$ cat src/rtl/spram_pkg.sv
// Shared constants for the single-port RAM arbiter.
// Requester ids, FSM encoding and default widths.
package spram_pkg;

  localparam int ADDR_W_DEF = 8;
  localparam int DATA_W_DEF = 32;

  localparam logic REQ_HPS  = 1'b0;
  localparam logic REQ_CORE = 1'b1;

  localparam logic [1:0] ST_IDLE     = 2'd0;
  localparam logic [1:0] ST_ISSUE_RD = 2'd1;
  localparam logic [1:0] ST_ISSUE_WR = 2'd2;

  function automatic logic [1:0] id2oh(
    input logic id
  );
    return id ? 2'b10 : 2'b01;
  endfunction

endpackage

$ cat src/rtl/spram_arbiter_rr_arb2.sv
// Two-way round-robin selector.
// A lone eligible requester always wins; a tie goes to ~last.
module rr_arb2
  import spram_pkg::*;
(
  input  logic [1:0] eligible,
  input  logic       last,
  output logic       win_valid,
  output logic       win_id
);

  always_comb begin
    win_valid = |eligible;
    win_id    = REQ_HPS;
    unique case (eligible)
      2'b01:   win_id = REQ_HPS;
      2'b10:   win_id = REQ_CORE;
      2'b11:   win_id = ~last;
      default: win_id = REQ_HPS;
    endcase
  end

endmodule

$ cat src/rtl/spram_arbiter.sv
// Round-robin arbiter sharing one external single-port RAM
// between the HPS bridge (id 0) and the annealer core (id 1).
module spram_arbiter
  import spram_pkg::*;
#(
  parameter int ADDR_W = ADDR_W_DEF,
  parameter int DATA_W = DATA_W_DEF
) (
  input  logic                clk,
  input  logic                reset,
  input  logic [1:0]          req,
  input  logic [1:0]          we,
  input  logic [2*ADDR_W-1:0] addr,
  input  logic [2*DATA_W-1:0] wdata,
  output logic [1:0]          gnt,
  output logic [1:0]          rvalid,
  output logic [DATA_W-1:0]   rdata,
  output logic                ram_en,
  output logic                ram_we,
  output logic [ADDR_W-1:0]   ram_addr,
  output logic [DATA_W-1:0]   ram_wdata,
  input  logic [DATA_W-1:0]   ram_rdata
);

  logic              r_armed;
  logic [1:0]        r_state;
  logic [1:0]        r_gnt;
  logic              r_last;
  logic [ADDR_W-1:0] r_addr;
  logic [DATA_W-1:0] r_wdata;
  logic              r_rd_pend;
  logic              r_rd_owner;

  logic [1:0]        w_elig;
  logic              w_win_valid;
  logic              w_win_id;
  logic              w_go;
  logic              w_sel_we;
  logic [ADDR_W-1:0] w_sel_addr;
  logic [DATA_W-1:0] w_sel_wdata;

  // A requester whose grant is showing is not sampled again.
  assign w_elig = req & ~r_gnt;

  rr_arb2 u_rr (
    .eligible  (w_elig),
    .last      (r_last),
    .win_valid (w_win_valid),
    .win_id    (w_win_id)
  );

  // First edge after reset release only arms the arbiter.
  assign w_go = w_win_valid & r_armed;

  assign w_sel_we = w_win_id ? we[1] : we[0];

  assign w_sel_addr = w_win_id
    ? addr[2*ADDR_W-1:ADDR_W]
    : addr[ADDR_W-1:0];

  assign w_sel_wdata = w_win_id
    ? wdata[2*DATA_W-1:DATA_W]
    : wdata[DATA_W-1:0];

  always_ff @(posedge clk or posedge reset) begin
    if (reset) begin
      r_armed    <= 1'b0;
      r_state    <= ST_IDLE;
      r_gnt      <= 2'b00;
      r_last     <= REQ_CORE;
      r_addr     <= '0;
      r_wdata    <= '0;
      r_rd_pend  <= 1'b0;
      r_rd_owner <= REQ_HPS;
    end else begin
      r_armed    <= 1'b1;
      r_rd_pend  <= (r_state == ST_ISSUE_RD);
      r_rd_owner <= r_last;
      if (w_go) begin
        r_gnt   <= id2oh(w_win_id);
        r_last  <= w_win_id;
        r_addr  <= w_sel_addr;
        r_wdata <= w_sel_wdata;
        r_state <= w_sel_we ? ST_ISSUE_WR
                            : ST_ISSUE_RD;
      end else begin
        r_gnt   <= 2'b00;
        r_state <= ST_IDLE;
      end
    end
  end

  always_comb begin
    ram_en = 1'b0;
    ram_we = 1'b0;
    unique case (1'b1)
      (r_state == ST_ISSUE_RD): ram_en = 1'b1;
      (r_state == ST_ISSUE_WR): begin
        ram_en = 1'b1;
        ram_we = 1'b1;
      end
      default: ;
    endcase
  end

  assign gnt       = r_gnt;
  assign ram_addr  = r_addr;
  assign ram_wdata = r_wdata;
  assign rvalid    = r_rd_pend ? id2oh(r_rd_owner)
                               : 2'b00;
  assign rdata     = ram_rdata;

endmodule

$ cat config.mk
export PLATFORM = sky130hd
export DESIGN_NAME = spram_arbiter
export DESIGN_NICKNAME = d
export VERILOG_FILES = /design/src/rtl/spram_pkg.sv /design/src/rtl/spram_arbiter_rr_arb2.sv /design/src/rtl/spram_arbiter.sv
export SDC_FILE = /design/constraint.sdc
export NUM_CORES = 1
export LEC_CHECK = 0
export BUFFER_PORTS_ARGS = -buffer_cell sky130_fd_sc_hd__buf_2
export CORE_UTILIZATION = 25
export DETAILED_ROUTE_END_ITERATION = 10
export PLACE_DENSITY = 0.55
export REMOVE_ABC_BUFFERS = 1
export SETUP_SLACK_MARGIN = 0.05
export SLEW_MARGIN = 0
export SYNTH_ARGS = -nofsm -noshare
export SYNTH_HDL_FRONTEND = slang
export SYNTH_SLANG_ARGS = --single-unit
$ cat constraint.sdc
create_clock -name clk -period 1.8 [get_ports clk]
set_input_delay 0.36 -clock clk [delete_from_list [all_inputs] [get_ports clk]]
set_output_delay 0.36 -clock clk [all_outputs]
set_load 0.005 [all_outputs]
# Word level (Yosys, flattened, before mapping)
# Index checks and enable logic that the tools add are counted.
[totals]
ff_bits = 48
in_bits = 118
output_inout_bits = 78
wordCells = 30
[op_classes]
eq_ne = 4
n_mux = 12
n_bitwise = 4
n_reduce_logical = 2
[op_table]
columns = ["op", "n"]
rows = [
  ["32-bit two-way mux", 1],
  ["2-bit two-way mux", 6],
  ["8-bit two-way mux", 1],
  ["2-bit == test (second input constant)", 3],
  ["2-bit OR reduction", 2],
  ["1-bit two-way mux", 3],
  ["2-bit AND", 1],
  ["2-bit by 1-bit == test with 1-bit output (second input constant)", 1],
  ["2-bit NOT", 1],
  ["1-bit one-hot mux with 2 select lines", 1],
  ["1-bit AND", 1],
  ["1-bit NOT", 1],
]

# Logic depth before layout (Yosys ltp)
[logic_depth]
depth_word = 7
mapped_depth = 5
ltp_nobuf = 4

# Modules after synthesis
# From an unflattened synthesis, not the netlist that was laid out.
[unflattened]
hier_cells = 241
area_unflattened_um2 = 2667.6
[modules_own_cells]
columns = ["mod", "instances", "cells_each", "area_each_um2", "seq_area_each_um2"]
rows = [
  ["spram_arbiter", 1, 239, 2653.8, 1202.4],
  ["rr_arb2", 1, 2, 13.8, 0.0],
]

# Worst setup path before layout
# Ideal clock, no wire load.
[synth_timing]
path_type = "reg2reg"
from = "register r_last"
to = "register r_addr[5], in the netlist ram_addr[5]"
setup_time_ns = 0.127
arrival_ns = 1.302
required_ns = 1.673
slack_ns = 0.372
path_stages_with_launch = 5
n_path_buf = 1
synth_period_minus_slack_ns = 1.428
path_cell_list = "dfstp_2 -> nand3b_1 -> clkbuf_1 -> and4_1 -> a221o_2"
[synth_between]
elab_chain_len = 3
[synth_lines]
columns = ["element", "line_no", "rtl"]
rows = [
  ["start, declared", "spram_arbiter.sv:28", "logic r_last;"],
  ["start signal, assigned", "spram_arbiter.sv:81", "r_last <= w_win_id;"],
  ["1-bit NOT", "spram_arbiter_rr_arb2.sv:18", "2'b11: win_id = ~last;"],
  ["1-bit one-hot mux with 2 select lines", "spram_arbiter_rr_arb2.sv:15", "unique case (eligible)"],
  ["8-bit two-way mux", "spram_arbiter.sv:58", "? addr[2*ADDR_W-1:ADDR_W]"],
  ["end signal, assigned", "spram_arbiter.sv:82", "r_addr <= w_sel_addr;"],
  ["end, declared", "spram_arbiter.sv:29", "logic [ADDR_W-1:0] r_addr;"],
]
# No other way between the ends.
# A chain may end at the register's enable or synchronous reset.

# Final worst setup path
[layout_timing]
from = "register r_last"
to = "register r_addr[6], in the netlist ram_addr[6]"
# The elaborated chain is that of the path after synthesis.

==> flow_summary_export.csv <==
group,metric,value,unit
timing,finalMaxSlewViolations,0,
timing,setup_violations,0,
floorplanning,ios,196,
synthesis,seq_area_frac_synth,49.1,%
placement,io_buffers,131,
floorplanning,die_area,10200,um2
flow_run,cap_violations,0,
synthesis,avgSynthCellArea,12.2,um2
cells_and_area,synthToLayoutAreaGrowth,26.5,%
synthesis,ys_warn_count,0,
synthesis,ys_types,24,
floorplanning,rows,35,
synthesis,synth-seq-cells,48,
worst_setup_path,cp_max_fo,42,
placement,dp.cells,421,
cells_and_area,final_nets,419,
cells_and_area,num_antenna_cells,0,
global_route,grt_pass1_wl,12000,um
clock_network,clkLatencyLatePin,0.29,ns
clock_network,clk_pin_slew_worst_paths,0.09,ns
timing,skew,0.00533,ns
floorplanning,coreArea,9370,um2
synthesis,yosysTopAreaCellShare,48.1,%
timing,holdWs,0.0457,ns
worst_setup_path,crit_chain,"or3b_1, nand3_2, inv_4, a221o_2",
drt,drtPass1Iterations,5,
worst_setup_path,path_class,"flip-flop to flip-flop",
timing,fmax,0.641,GHz
timing,period_share,86.7,%
global_route,gr-total-overflow,0,
synthesis,async_flop_share,100,%
clock_network,ctsResizeCount,0,
power_and_ir_drop,power_leakage,1.59,nW
worst_setup_path,worstPathArrival,1.74,ns
synthesis,yosys-top-cells-area,"dfrtp_1, a221o_1, and4_1, buf_4, buf_6",
clock_network,cts_buffers,5,
synthesis,synth_largest_area_cell,"dfrtp_1",
synthesis,synthTopCellsByCount,"dfrtp_1, and4_1, a221o_1",
worst_setup_path,cpPeakStageDelay,0.39,ns
drt,wl_per_cell,18.8,um
synthesis,netlist_instances,201,
drt,ant_nets,0,
floorplanning,dieHeight,101,um
power_and_ir_drop,power,2.67,mW
worst_setup_path,cp_num_buf_inv,1,
drt,via_per_inst,4.89,
worst_setup_path,required,1.98,ns
worst_setup_path,cp_top_family,"simple AND/OR/NAND/NOR gates",
floorplanning,start_util,26.1,%
global_route,grt_max_degree,43,
placement,hpwl,6010,um
clock_network,clock-sinks,48,
floorplanning,dieWidth,101,um
clock_network,cts_tree,"yes",
cells_and_area,finalNonFillerCells,429,
worst_setup_path,start_kind,"flip-flop",
timing,rsz0062_at_grt,"no",
run_status,status,"completed",
timing,hold_violations,0,
power_and_ir_drop,p_per_area,863,nW/um2
drt,vias,2096,
cells_and_area,drive_gt1_share,52.7,%
drt,drt_iter0_markers,82,
clock_network,hold_buffers,0,
global_route,antenna_found_initial,0,
clock_network,clock-root-buffer,"clkbuf_8",
worst_hold_path,hp-class,"input pin to asynchronous set/reset pin",
worst_setup_path,crit_slowest_cell,"dfstp_2",
synthesis,synth_flop_cell,"dfrtp_1",
drt,drc_errors,0,
timing,min_period,1.56,ns
drt,routed_wirelength,8070,um
clock_network,cts_buffer_depth,2,
worst_setup_path,endpoint_kind,"flip-flop",
clock_network,postCtsSetupRepairBufs,0,
clock_network,h-tree-depth,2,
synthesis,synthMostInstantiatedCell,"dfrtp_1",
synthesis,synth_edf_count,0,
global_route,grt_pass1_vias,2038,
global_route,grt_usage,16.0,%
placement,gp_congestion,0.696,
power_and_ir_drop,peakVddDrop,0.277,mV
synthesis,syn_area,2450,um2
==> routing by layer <==
layer / vias up / routed length (um) / global-route usage (%)
li1: 956 / - / -
met1: 1005 / 3610 / 21.8
met2: 126 / 3290 / 20.7
met3: 7 / 1080 / 10.3
met4: 2 / 49 / 2.68
met5: - / 39 / 4.10
==> state kept, by name, summed over array words and instances (netlist names) <==
signal      cells
ram_wdata      32
r_rd_owner      1
r_rd_pend       1
r_state         2
ram_addr        8
r_armed         1
r_last          1
gnt             2
==> report_power, final <==
group	internal, mW	switching (mW)	leakage (nW)
sequential	1.27	0.110	0.595
combinational	0.376	0.297	0.950
clock	0.274	0.350	0.0422
total	1.92	0.758	1.59
==> cells by family (layout without fill, tap and decap cells) <==
kind of cell	Yosys count	in the layout	synth area share, %
buf+inv	58	157	15.3
other cells	1	1	0.153
flops	48	48	49.1
fa+ha+maj	2	2	1.02
compound gates	44	44	17.7
simple gates	48	48	16.7
==> metrics by stage <==
step	utilization, %	cell area, um2	TNS (ns)	worst slack, ns
2_1_floorplan	-	2100	-34.47	-0.859
3_3_place_gp	32.2	3020	0	0.208
3_5_place_dp	32.2	3020	0	0.176
4_1_cts	33.0	3100	0	0.233
5_1_grt	33.0	3100	0	0.135
6_report	33.0	3100	0	0.239
==> cell usage in the layout, fill, tap and decap left out, drive strengths merged <==
master | synthesis | layout
o22ai | 1 | 1
clkinv | 0 | 1
a22o | 1 | 1
buf | 40 | 143
clkbuf | 12 | 7
nor2b | 2 | 2
and2b | 1 | 1
nand3b | 1 | 1
and4 | 40 | 40
a21o | 1 | 1
dfstp | 1 | 1
conb | 1 | 1
dfrtp | 47 | 47
inv | 6 | 6
a221o | 40 | 40
or3b | 1 | 1
nand3 | 2 | 2
ha | 2 | 2
o21ai | 1 | 1
and2 | 1 | 1
==> cell type report <==
class / instances / area (um2)
Clock buffer: 7 / 76.3
Fill cell: 1013 / 6270
Multi-Input combinational cell: 95 / 881
Clock inverter: 1 / 5.00
Tap cell: 129 / 161
Sequential cell: 48 / 1200
Inverter: 6 / 25.0
Timing Repair Buffer: 143 / 746
==> path summary, 6_finish.rpt <==
| check | start | endpoint | slack (ns) | cells past startpoint |
|---|---|---|---|---|
| max | r_last | ram_addr[6] | 0.24 | 4 |
| min | reset | ram_wdata[16] | 0.05 | 2 |
| max reg2reg | r_last | ram_addr[6] | 0.24 | 4 |
| min reg2reg | r_last | r_rd_owner | 0.43 | 0 |
| max in group asynchronous | reset | ram_wdata[20] | 1.21 | 3 |
| min in group clk | we[1] | r_state[0] | 0.26 | 2 |
(Power assumes the default switching activity.)
